## src/rtl/cpu_io_pkg.sv

```systemverilog
// Shared register map and address helpers for the cpu I/O bank.
package cpu_io_pkg;

  localparam logic [1:0] IO_REG_IN   = 2'd0;
  localparam logic [1:0] IO_REG_OUT  = 2'd1;
  localparam logic [1:0] IO_REG_CHG  = 2'd2;
  localparam logic [1:0] IO_REG_MASK = 2'd3;

  // CSR address width: channel index bits plus two register-select bits,
  // never narrower than 3 so a single-channel bank still decodes an index.
  function automatic int io_addr_w(input int n_ch);
    int cw;
    cw = 0;
    for (int i = 0; i < 5; i++) begin
      if ((32'sd1 << i) < n_ch) begin
        cw = i + 1;
      end else begin
        cw = cw;
      end
    end
    if ((cw + 2) < 3) begin
      return 3;
    end else begin
      return cw + 2;
    end
  endfunction

endpackage

```

## src/rtl/io_sync_edge.sv

```systemverilog
// Multi-stage input synchroniser followed by a sample register; reports the
// synchronised value and the bits that changed since the previous cycle.
module io_sync_edge #(
  parameter int WIDTH       = 32,
  parameter int SYNC_STAGES = 2
) (
  input  logic             clk,
  input  logic             rst,
  input  logic [WIDTH-1:0] d_in,
  output logic [WIDTH-1:0] sync_last,
  output logic [WIDTH-1:0] delta
);

  logic [SYNC_STAGES-1:0][WIDTH-1:0] sync_q;
  logic [SYNC_STAGES-1:0][WIDTH-1:0] sync_d;
  logic [WIDTH-1:0]                  samp_q;
  logic [WIDTH-1:0]                  samp_d;

  // Shift the raw input through the synchroniser chain and resample its tail.
  always_comb begin
    sync_d[0] = d_in;
    for (int i = 1; i < SYNC_STAGES; i++) begin
      sync_d[i] = sync_q[i-1];
    end
    samp_d = sync_q[SYNC_STAGES-1];
  end

  // Synchroniser and sample flops, cleared by reset.
  always_ff @(posedge clk) begin
    if (rst) begin
      sync_q <= '0;
      samp_q <= '0;
    end else begin
      sync_q <= sync_d;
      samp_q <= samp_d;
    end
  end

  assign sync_last = sync_q[SYNC_STAGES-1];
  assign delta     = sync_q[SYNC_STAGES-1] ^ samp_q;

endmodule

```

## src/rtl/cpu_io_bank.sv

```systemverilog
// Memory-mapped bank of N_CH I/O channels: synchronised inputs, output
// registers, sticky change flags and a maskable, registered interrupt.
module cpu_io_bank
  import cpu_io_pkg::*;
#(
  parameter int  N_CH        = 4,
  parameter int  WIDTH       = 32,
  parameter int  SYNC_STAGES = 2,
  localparam int ADDR_W      = io_addr_w(N_CH)
) (
  input  logic                   clk,
  input  logic                   rst,
  input  logic [N_CH*WIDTH-1:0]  io_in,
  output logic [N_CH*WIDTH-1:0]  io_out,
  input  logic [ADDR_W-1:0]      csr_addr,
  input  logic                   csr_we,
  input  logic                   csr_re,
  input  logic [WIDTH-1:0]       csr_wdata,
  output logic [WIDTH-1:0]       csr_rdata,
  output logic                   irq
);

  localparam int CHAN_W = ADDR_W - 2;

  logic [CHAN_W-1:0] chan_s;
  logic [1:0]        reg_s;

  logic [WIDTH-1:0] in_s    [N_CH];
  logic [WIDTH-1:0] delta_s [N_CH];
  logic [WIDTH-1:0] w1c_s   [N_CH];

  logic [WIDTH-1:0] out_q  [N_CH];
  logic [WIDTH-1:0] out_d  [N_CH];
  logic [WIDTH-1:0] chg_q  [N_CH];
  logic [WIDTH-1:0] chg_d  [N_CH];
  logic [WIDTH-1:0] mask_q [N_CH];
  logic [WIDTH-1:0] mask_d [N_CH];

  logic [WIDTH-1:0] rd_val_s;
  logic [WIDTH-1:0] rdata_q;
  logic [WIDTH-1:0] rdata_d;
  logic             irq_q;
  logic             irq_d;

  assign chan_s = csr_addr[ADDR_W-1:2];
  assign reg_s  = csr_addr[1:0];

  generate
    for (genvar c = 0; c < N_CH; c++) begin : g_ch
      io_sync_edge #(
        .WIDTH       (WIDTH),
        .SYNC_STAGES (SYNC_STAGES)
      ) u_sync (
        .clk       (clk),
        .rst       (rst),
        .d_in      (io_in[c*WIDTH +: WIDTH]),
        .sync_last (in_s[c]),
        .delta     (delta_s[c])
      );
      assign io_out[c*WIDTH +: WIDTH] = out_q[c];
    end
  endgenerate

  // CSR write decode; channel indices past N_CH never match and are dropped.
  // CHG clears written ones but a same-cycle input change wins.
  always_comb begin
    for (int c = 0; c < N_CH; c++) begin
      out_d[c]  = out_q[c];
      mask_d[c] = mask_q[c];
      w1c_s[c]  = '0;
      if (csr_we && (chan_s == CHAN_W'(c))) begin
        case (reg_s)
          IO_REG_OUT:  out_d[c]  = csr_wdata;
          IO_REG_CHG:  w1c_s[c]  = csr_wdata;
          IO_REG_MASK: mask_d[c] = csr_wdata;
          default:     w1c_s[c]  = '0;
        endcase
      end else begin
        w1c_s[c] = '0;
      end
      chg_d[c] = (chg_q[c] & ~w1c_s[c]) | delta_s[c];
    end
  end

  // Read mux over current (pre-write) state, registered only on read strobes;
  // irq is the OR over channels of enabled change flags.
  always_comb begin
    rd_val_s = '0;
    irq_d    = 1'b0;
    for (int c = 0; c < N_CH; c++) begin
      if (chan_s == CHAN_W'(c)) begin
        case (reg_s)
          IO_REG_IN:   rd_val_s = in_s[c];
          IO_REG_OUT:  rd_val_s = out_q[c];
          IO_REG_CHG:  rd_val_s = chg_q[c];
          IO_REG_MASK: rd_val_s = mask_q[c];
          default:     rd_val_s = '0;
        endcase
      end else begin
        rd_val_s = rd_val_s;
      end
      irq_d = irq_d | (|(chg_q[c] & mask_q[c]));
    end
    if (csr_re) begin
      rdata_d = rd_val_s;
    end else begin
      rdata_d = rdata_q;
    end
  end

  // Register state; reset overrides any access in the same cycle.
  always_ff @(posedge clk) begin
    if (rst) begin
      for (int c = 0; c < N_CH; c++) begin
        out_q[c]  <= '0;
        chg_q[c]  <= '0;
        mask_q[c] <= '0;
      end
      rdata_q <= '0;
      irq_q   <= 1'b0;
    end else begin
      out_q   <= out_d;
      chg_q   <= chg_d;
      mask_q  <= mask_d;
      rdata_q <= rdata_d;
      irq_q   <= irq_d;
    end
  end

  assign csr_rdata = rdata_q;
  assign irq       = irq_q;

endmodule

```

## config.mk

```make
export PLATFORM = sky130hd
export DESIGN_NAME = cpu_io_bank
export DESIGN_NICKNAME = d
export VERILOG_FILES = /design/src/rtl/cpu_io_pkg.sv /design/src/rtl/io_sync_edge.sv /design/src/rtl/cpu_io_bank.sv
export SDC_FILE = /design/constraint.sdc
export NUM_CORES = 1
export LEC_CHECK = 0
export ABC_AREA = 1
export BUFFER_PORTS_ARGS = -buffer_cell sky130_fd_sc_hd__buf_2
export CORE_ASPECT_RATIO = 0.8
export CORE_UTILIZATION = 40
export CTS_BUF_LIST = sky130_fd_sc_hd__clkbuf_2 sky130_fd_sc_hd__clkbuf_4 sky130_fd_sc_hd__clkbuf_8
export CTS_CLUSTER_SIZE = 8
export DETAILED_ROUTE_END_ITERATION = 6
export PLACE_DENSITY = 0.71
export SETUP_SLACK_MARGIN = 0.1
export SLEW_MARGIN = 20
export SYNTH_ARGS = -nofsm -noshare
export SYNTH_HDL_FRONTEND = slang
export SYNTH_HIERARCHICAL = 1
export SYNTH_SLANG_ARGS = --single-unit
```

## constraint.sdc

```tcl
create_clock -name clk -period 1.2 [get_ports clk]
set_input_delay 0.12 -clock clk [delete_from_list [all_inputs] [get_ports clk]]
set_output_delay 0.12 -clock clk [all_outputs]
set_load 0.01 [all_outputs]
```

* Yosys cells after proc, flatten, opt, wreduce, memory -nomap -nowiden
Index checks and enable logic that the tools add are counted.
** Word-level totals
- Bits of input ports :: 168
- Register bits after elaboration :: 801
- Output and inout port bits :: 161
** Operators by class
- Eq/ne operators :: 6
- Reduce and logical (&&, ||, !) cells :: 18
- Multiplexer cells :: 13
- Bitwise logic cells :: 23
** Operators by type and width (count)
- 32-bit one-hot mux with 4 select lines :: 4
- 32-bit 2-to-1 mux :: 9
- 32-bit bitwise AND :: 8
- 32-bit NOT :: 4
- 32-bit OR :: 4
- 32-bit OR reduction :: 4
- 32-bit XOR :: 4
- 2-bit AND reduction :: 8
- 2-bit equality test (second input constant) :: 4
- 2-bit by 1-bit equality test with 1-bit output (second input constant) :: 2
- 1-bit logical AND :: 4
- 2-bit logical NOT :: 2
- 1-bit OR :: 3

* Logic depth before layout (Yosys ltp)
- Depth in word-level cells :: 6
- Gate-level depth with buffers :: 11
- Mapped depth without buffers :: 10

* Hierarchy
The synthesis kept the hierarchy.
** By module, submodules not included
- cpu_io_bank :: cells each 3106, sequential area each 8348.0 µm², instances 1, area an instance 19722.7 µm²
- io_sync_edge :: cells each 427, sequential area each 1921.8 µm², instances 4, area an instance 3294.4 µm²

* Worst setup path after synthesis
OpenSTA, ideal clock, no wires.
- Path type :: input-to-reg
- Start :: in csr_addr[3]
- End :: reg mask_q[65] (netlist bit)
- Path buffers :: 1
- Setup time :: 116 ps
- Stages :: 9
- Arrival time :: 1127 ps
- Setup slack :: -43 ps
- Data required time :: 1084 ps
- Cell sequence :: inv_2 -> nand2_1 -> nor2_1 -> inv_2 -> nor2_1 -> inv_1 -> clkbuf_1 -> nor2_1 -> nor2_1
** Between the ends
- Longest elaborated chain between the ends :: 3
** RTL lines
- start, declared :: RTL line cpu_io_bank.sv:15 : input logic [ADDR_W-1:0] csr_addr,
- 2-bit by 1-bit equality test with 1-bit output :: RTL line cpu_io_bank.sv:71 : if (csr_we && (chan_s == CHAN_W'(c))) begin
- 1-bit logical AND :: RTL line cpu_io_bank.sv:71
- 2-bit AND reduction (no source line)
- end signal, assigned :: RTL line cpu_io_bank.sv:124 : mask_q <= mask_d;
- end, declared :: RTL line cpu_io_bank.sv:36 : logic [WIDTH-1:0] mask_q [N_CH];
No other way between the ends.
A chain may end at the register's enable or synchronous reset.

* Worst setup path after layout
- Start :: reg out_q, in the netlist io_out[87]
- End :: out io_out[87]
** RTL lines
- start, declared :: RTL line cpu_io_bank.sv:32 : logic [WIDTH-1:0] out_q [N_CH];
- start signal, assigned :: RTL line cpu_io_bank.sv:122 : out_q <= out_d;
- end, declared :: RTL line cpu_io_bank.sv:14 : output logic [N_CH*WIDTH-1:0] io_out,
No word-level cell between the ends.

==> results by group <==
Setup path
  • Slowest-stage cell, CP: dfxtp_4
  • Worst path bufs/invs: 2
  • Critical path arrival: 1440 ps
  • Worst setup SP type: register
  • CP Class: reg -> out
  • Most used cell, CP: buf_6
  • Top Family by Delay on Critical Path: flip-flops
  • CP max stage delay: 380 ps
  • CP cell instances: buf_6, buf_6
  • Worst Path Required: 1080 ps
  • Crit-path max FO: 2
  • CP Capture Type: output pin

Logic synthesis
  • Syn Inst Count: 4,814
  • Largest cells by area after synthesis: dfxtp_1, nand2_1, nor2_1
  • Commonest cells post-synth: nand2_1, nor2_1, dfxtp_1
  • Synth top area share: 48.7%
  • Post-Syn Area: 32,900 sq um
  • Netlist cell types: 27
  • Ys Warns: 6
  • Mean Syn Cell Area: 6.83 sq um
  • EDFF count, synth: 0
  • Ys flop type: dfxtp_1
  • Top-count cell post-synth: nand2_1
  • Number of synthesized register bits: 801
  • Area leader, netlist: dfxtp_1
  • Seq/Total Area, Yosys: 48.7%
  • Post-synth ARST share: 0%
  • Syn Nets: 4,982

STA
  • Final WS setup: -357 ps
  • Worst Max-Slew Pin Slew: 1100 ps
  • Normalized max-slew margin: 26.8%
  • Hold Slack: 41.1 ps
  • Final Skew: 45.6 ps
  • Setup TNS: -37,490 ps
  • Tmin final: 1560 ps
  • Setup violations, final: 177
  • Hold Vio Cnt, Final: 0
  • Slew Viols, Final: 0
  • Fmax: 642 MHz
  • RSZ-0062 raised after global routing: yes
  • Final period util: 130%

Power
  • PnR Total Power: 0.0622 W
  • Switch share: 26.9%
  • Pwr dens: 1280 nW/um^2
  • Clock power frac: 41.6%
  • Combinational group share of total power: 12.5%
  • Net switching power: 0.0167 W
  • Worst VDD drop: 0.000756 V
  • Internal: 0.0455 W
  • Pleak: 23.0 nW
  • Reg power frac: 45.9%

Finish
  • Fin area: 48,600 sq um
  • NumNets Final: 6,124
  • Share of cells above drive strength 1: 27.4%
  • Fill count: 7,273
  • Area growth syn-to-layout: 47.8%

Run
  • Max cap viols: 0

Placement
  • DP Wirelength: 96.2 mm
  • Post-DP Area: 39,400 sq um
  • Final GP Congestion: 0.993
  • Post-Place Worst Slack: -695 ps
  • Port bufs: 328

Clock tree
  • TritonCTS Buffers: 135
  • Root buf cell: clkbuf_8
  • Clk pin slew, worst setup/hold paths: 60 ps
  • H-Tree Depth: 4
  • Clk sinks: 801
  • Max Root-Sink Buffers: 3
  • Worst skew pair latency: 850 ps
  • CTS tree: done

Route
  • Post-Route WL: 143 mm
  • Post-route antenna net violation count: 0
  • DRC viols: 0
  • Pre-antenna DRT Iters: 6
  • Wirelength per Cell: 20.0 um
  • Drt via density: 5.08
  • First DRT Iteration DRCs: 4,179
  • Detailed-route via count: 36.3k

Floorplanning
  • I/O Pins: 329
  • Initial core utilization: 40.6%
  • Die W: 323 um
  • Row cnt: 93
  • Die area: 83,400 sq um
  • Core Area: 81,000 sq um
  • DIE HEIGHT: 259 um

GRT
  • Initial antenna violation count: 2
  • Largest net degree at the start of global routing: 62
  • First-pass GRT wire length: 209 mm
  • Total gr overflow: 0
  • Vias in the first global route: 34.7k
  • Gr usage total: 33.6%

Hold path
  • Tightest Hold Check Type: in -> reg

Run status
  • Failing checks: negative setup slack
  • Status: finished with violations
-- cell usage in the layout (no fill, tap or decap), drive strengths merged --
cell type and n:
dlymetal6s2s 1, o21bai 5, nand2 1221, a31oi 7, o211ai 7, nor2 997, o21ai 426, a31o 4
inv 686, buf 963, nand4 66, dlygate4sd3 304, bufinv 1, o2111ai 1, diode 1, clkinvlp 4
dlymetal6s4s 3, dfxtp 801, clkinv 10, a21oi 200, nand3 128, clkbuf 214
-- power groups by stage --
stage	combinational, W	sequential (W)	clock (W)
6_report	0.00779	0.0285	0.0259
3_5_place_dp	0.00609	0.0290	0
3_3_place_gp	0.00602	0.0290	0
2_1_floorplan	0.00295	0.0288	0
5_1_grt	0.00828	0.0286	0.0273
4_1_cts	0.00736	0.0285	0.0261
-- sequential cells by signal, summed over array words and instances, names as in the netlist --
signal	flops
g_ch.u_sync/samp_q	128
csr_rdata	32
g_ch.u_sync/sync_last	128
io_out	128
irq	1
g_ch.u_sync/sync_d	128
mask_q	128
chg_q	128
-- area by class of cell --
class | count | area (sq um) | area share, %
Sequential cell | 801 | 16400 | 33.7
Multi-Input combinational cell | 3062 | 13800 | 28.3
Clock buffer | 214 | 2680 | 5.50
Tap cell | 1092 | 1370 | 2.81
Clock inverter | 16 | 134 | 0.275
Timing Repair Buffer | 1271 | 11700 | 24.1
Inverter | 685 | 2600 | 5.35
Antenna cell | 1 | 2.50 | 0.00515
-- final timing paths --
kind / start / end / slack (ps) / depth (start not counted)
worst max-delay path: io_out[87] / io_out[87] / -360 / 2
worst min-delay path: io_in[87] / g_ch[2].u_sync/sync_d[55] / 40 / 4
worst max register to register: mask_q[58] / irq / -100 / 9
worst min register to register: g_ch[1].u_sync/sync_d[38] / g_ch[1].u_sync/sync_last[6] / 370 / 2
-- tightest hold or removal path: stages --
cell,delay [ps]
dlygate4sd3_1,530
buf_2,100
inv_1,30
nor2_1,70
-- logic make-up (layout without fill, tap and decap cells) --
| family | after synthesis | in the layout | share of synthesized area, % |
|---|---|---|---|
| buffers and inverters | 951 | 2186 | 11.7 |
| AO/OA/AOI/OAI | 650 | 650 | 10.1 |
| flip-flops | 801 | 801 | 48.7 |
| AND/OR/NAND/NOR | 2412 | 2412 | 29.5 |
| other | 0 | 1 | 0 |
-- per-layer routing --
| layer | share of wire [%] | global-route usage (%) | vias up |
|---|---|---|---|
| met5 | 0.0056 | 0 | - |
| li1 | - | - | 16900 |
| met1 | 39 | 43.1 | 16800 |
| met3 | 13 | 9.75 | 364 |
| met2 | 43 | 51.6 | 2213 |
| met4 | 4.6 | 16.4 | 2 |
-- through the flow --
step / instances / utilization, %
after floorplan: 4814 / -
after global placement: 6480 / 48.7
after detailed placement: 6480 / 48.7
after CTS: 7127 / 59.2
after global routing: 7141 / 60.0
final: 7142 / 60.0
-- timing repair --
action / 4_1_cts / 5_1_grt
buffers inserted: 104 / 29
cloned: 0 / 0
gates resized for setup: 571 / 209
hold buffers: 313 / 4
pin swaps: 91 / 163
setup endpoints to repair: 187 / 280
endpoints found under the hold margin: 725 / 69
No activity file was read; power rests on OpenSTA's default activity.
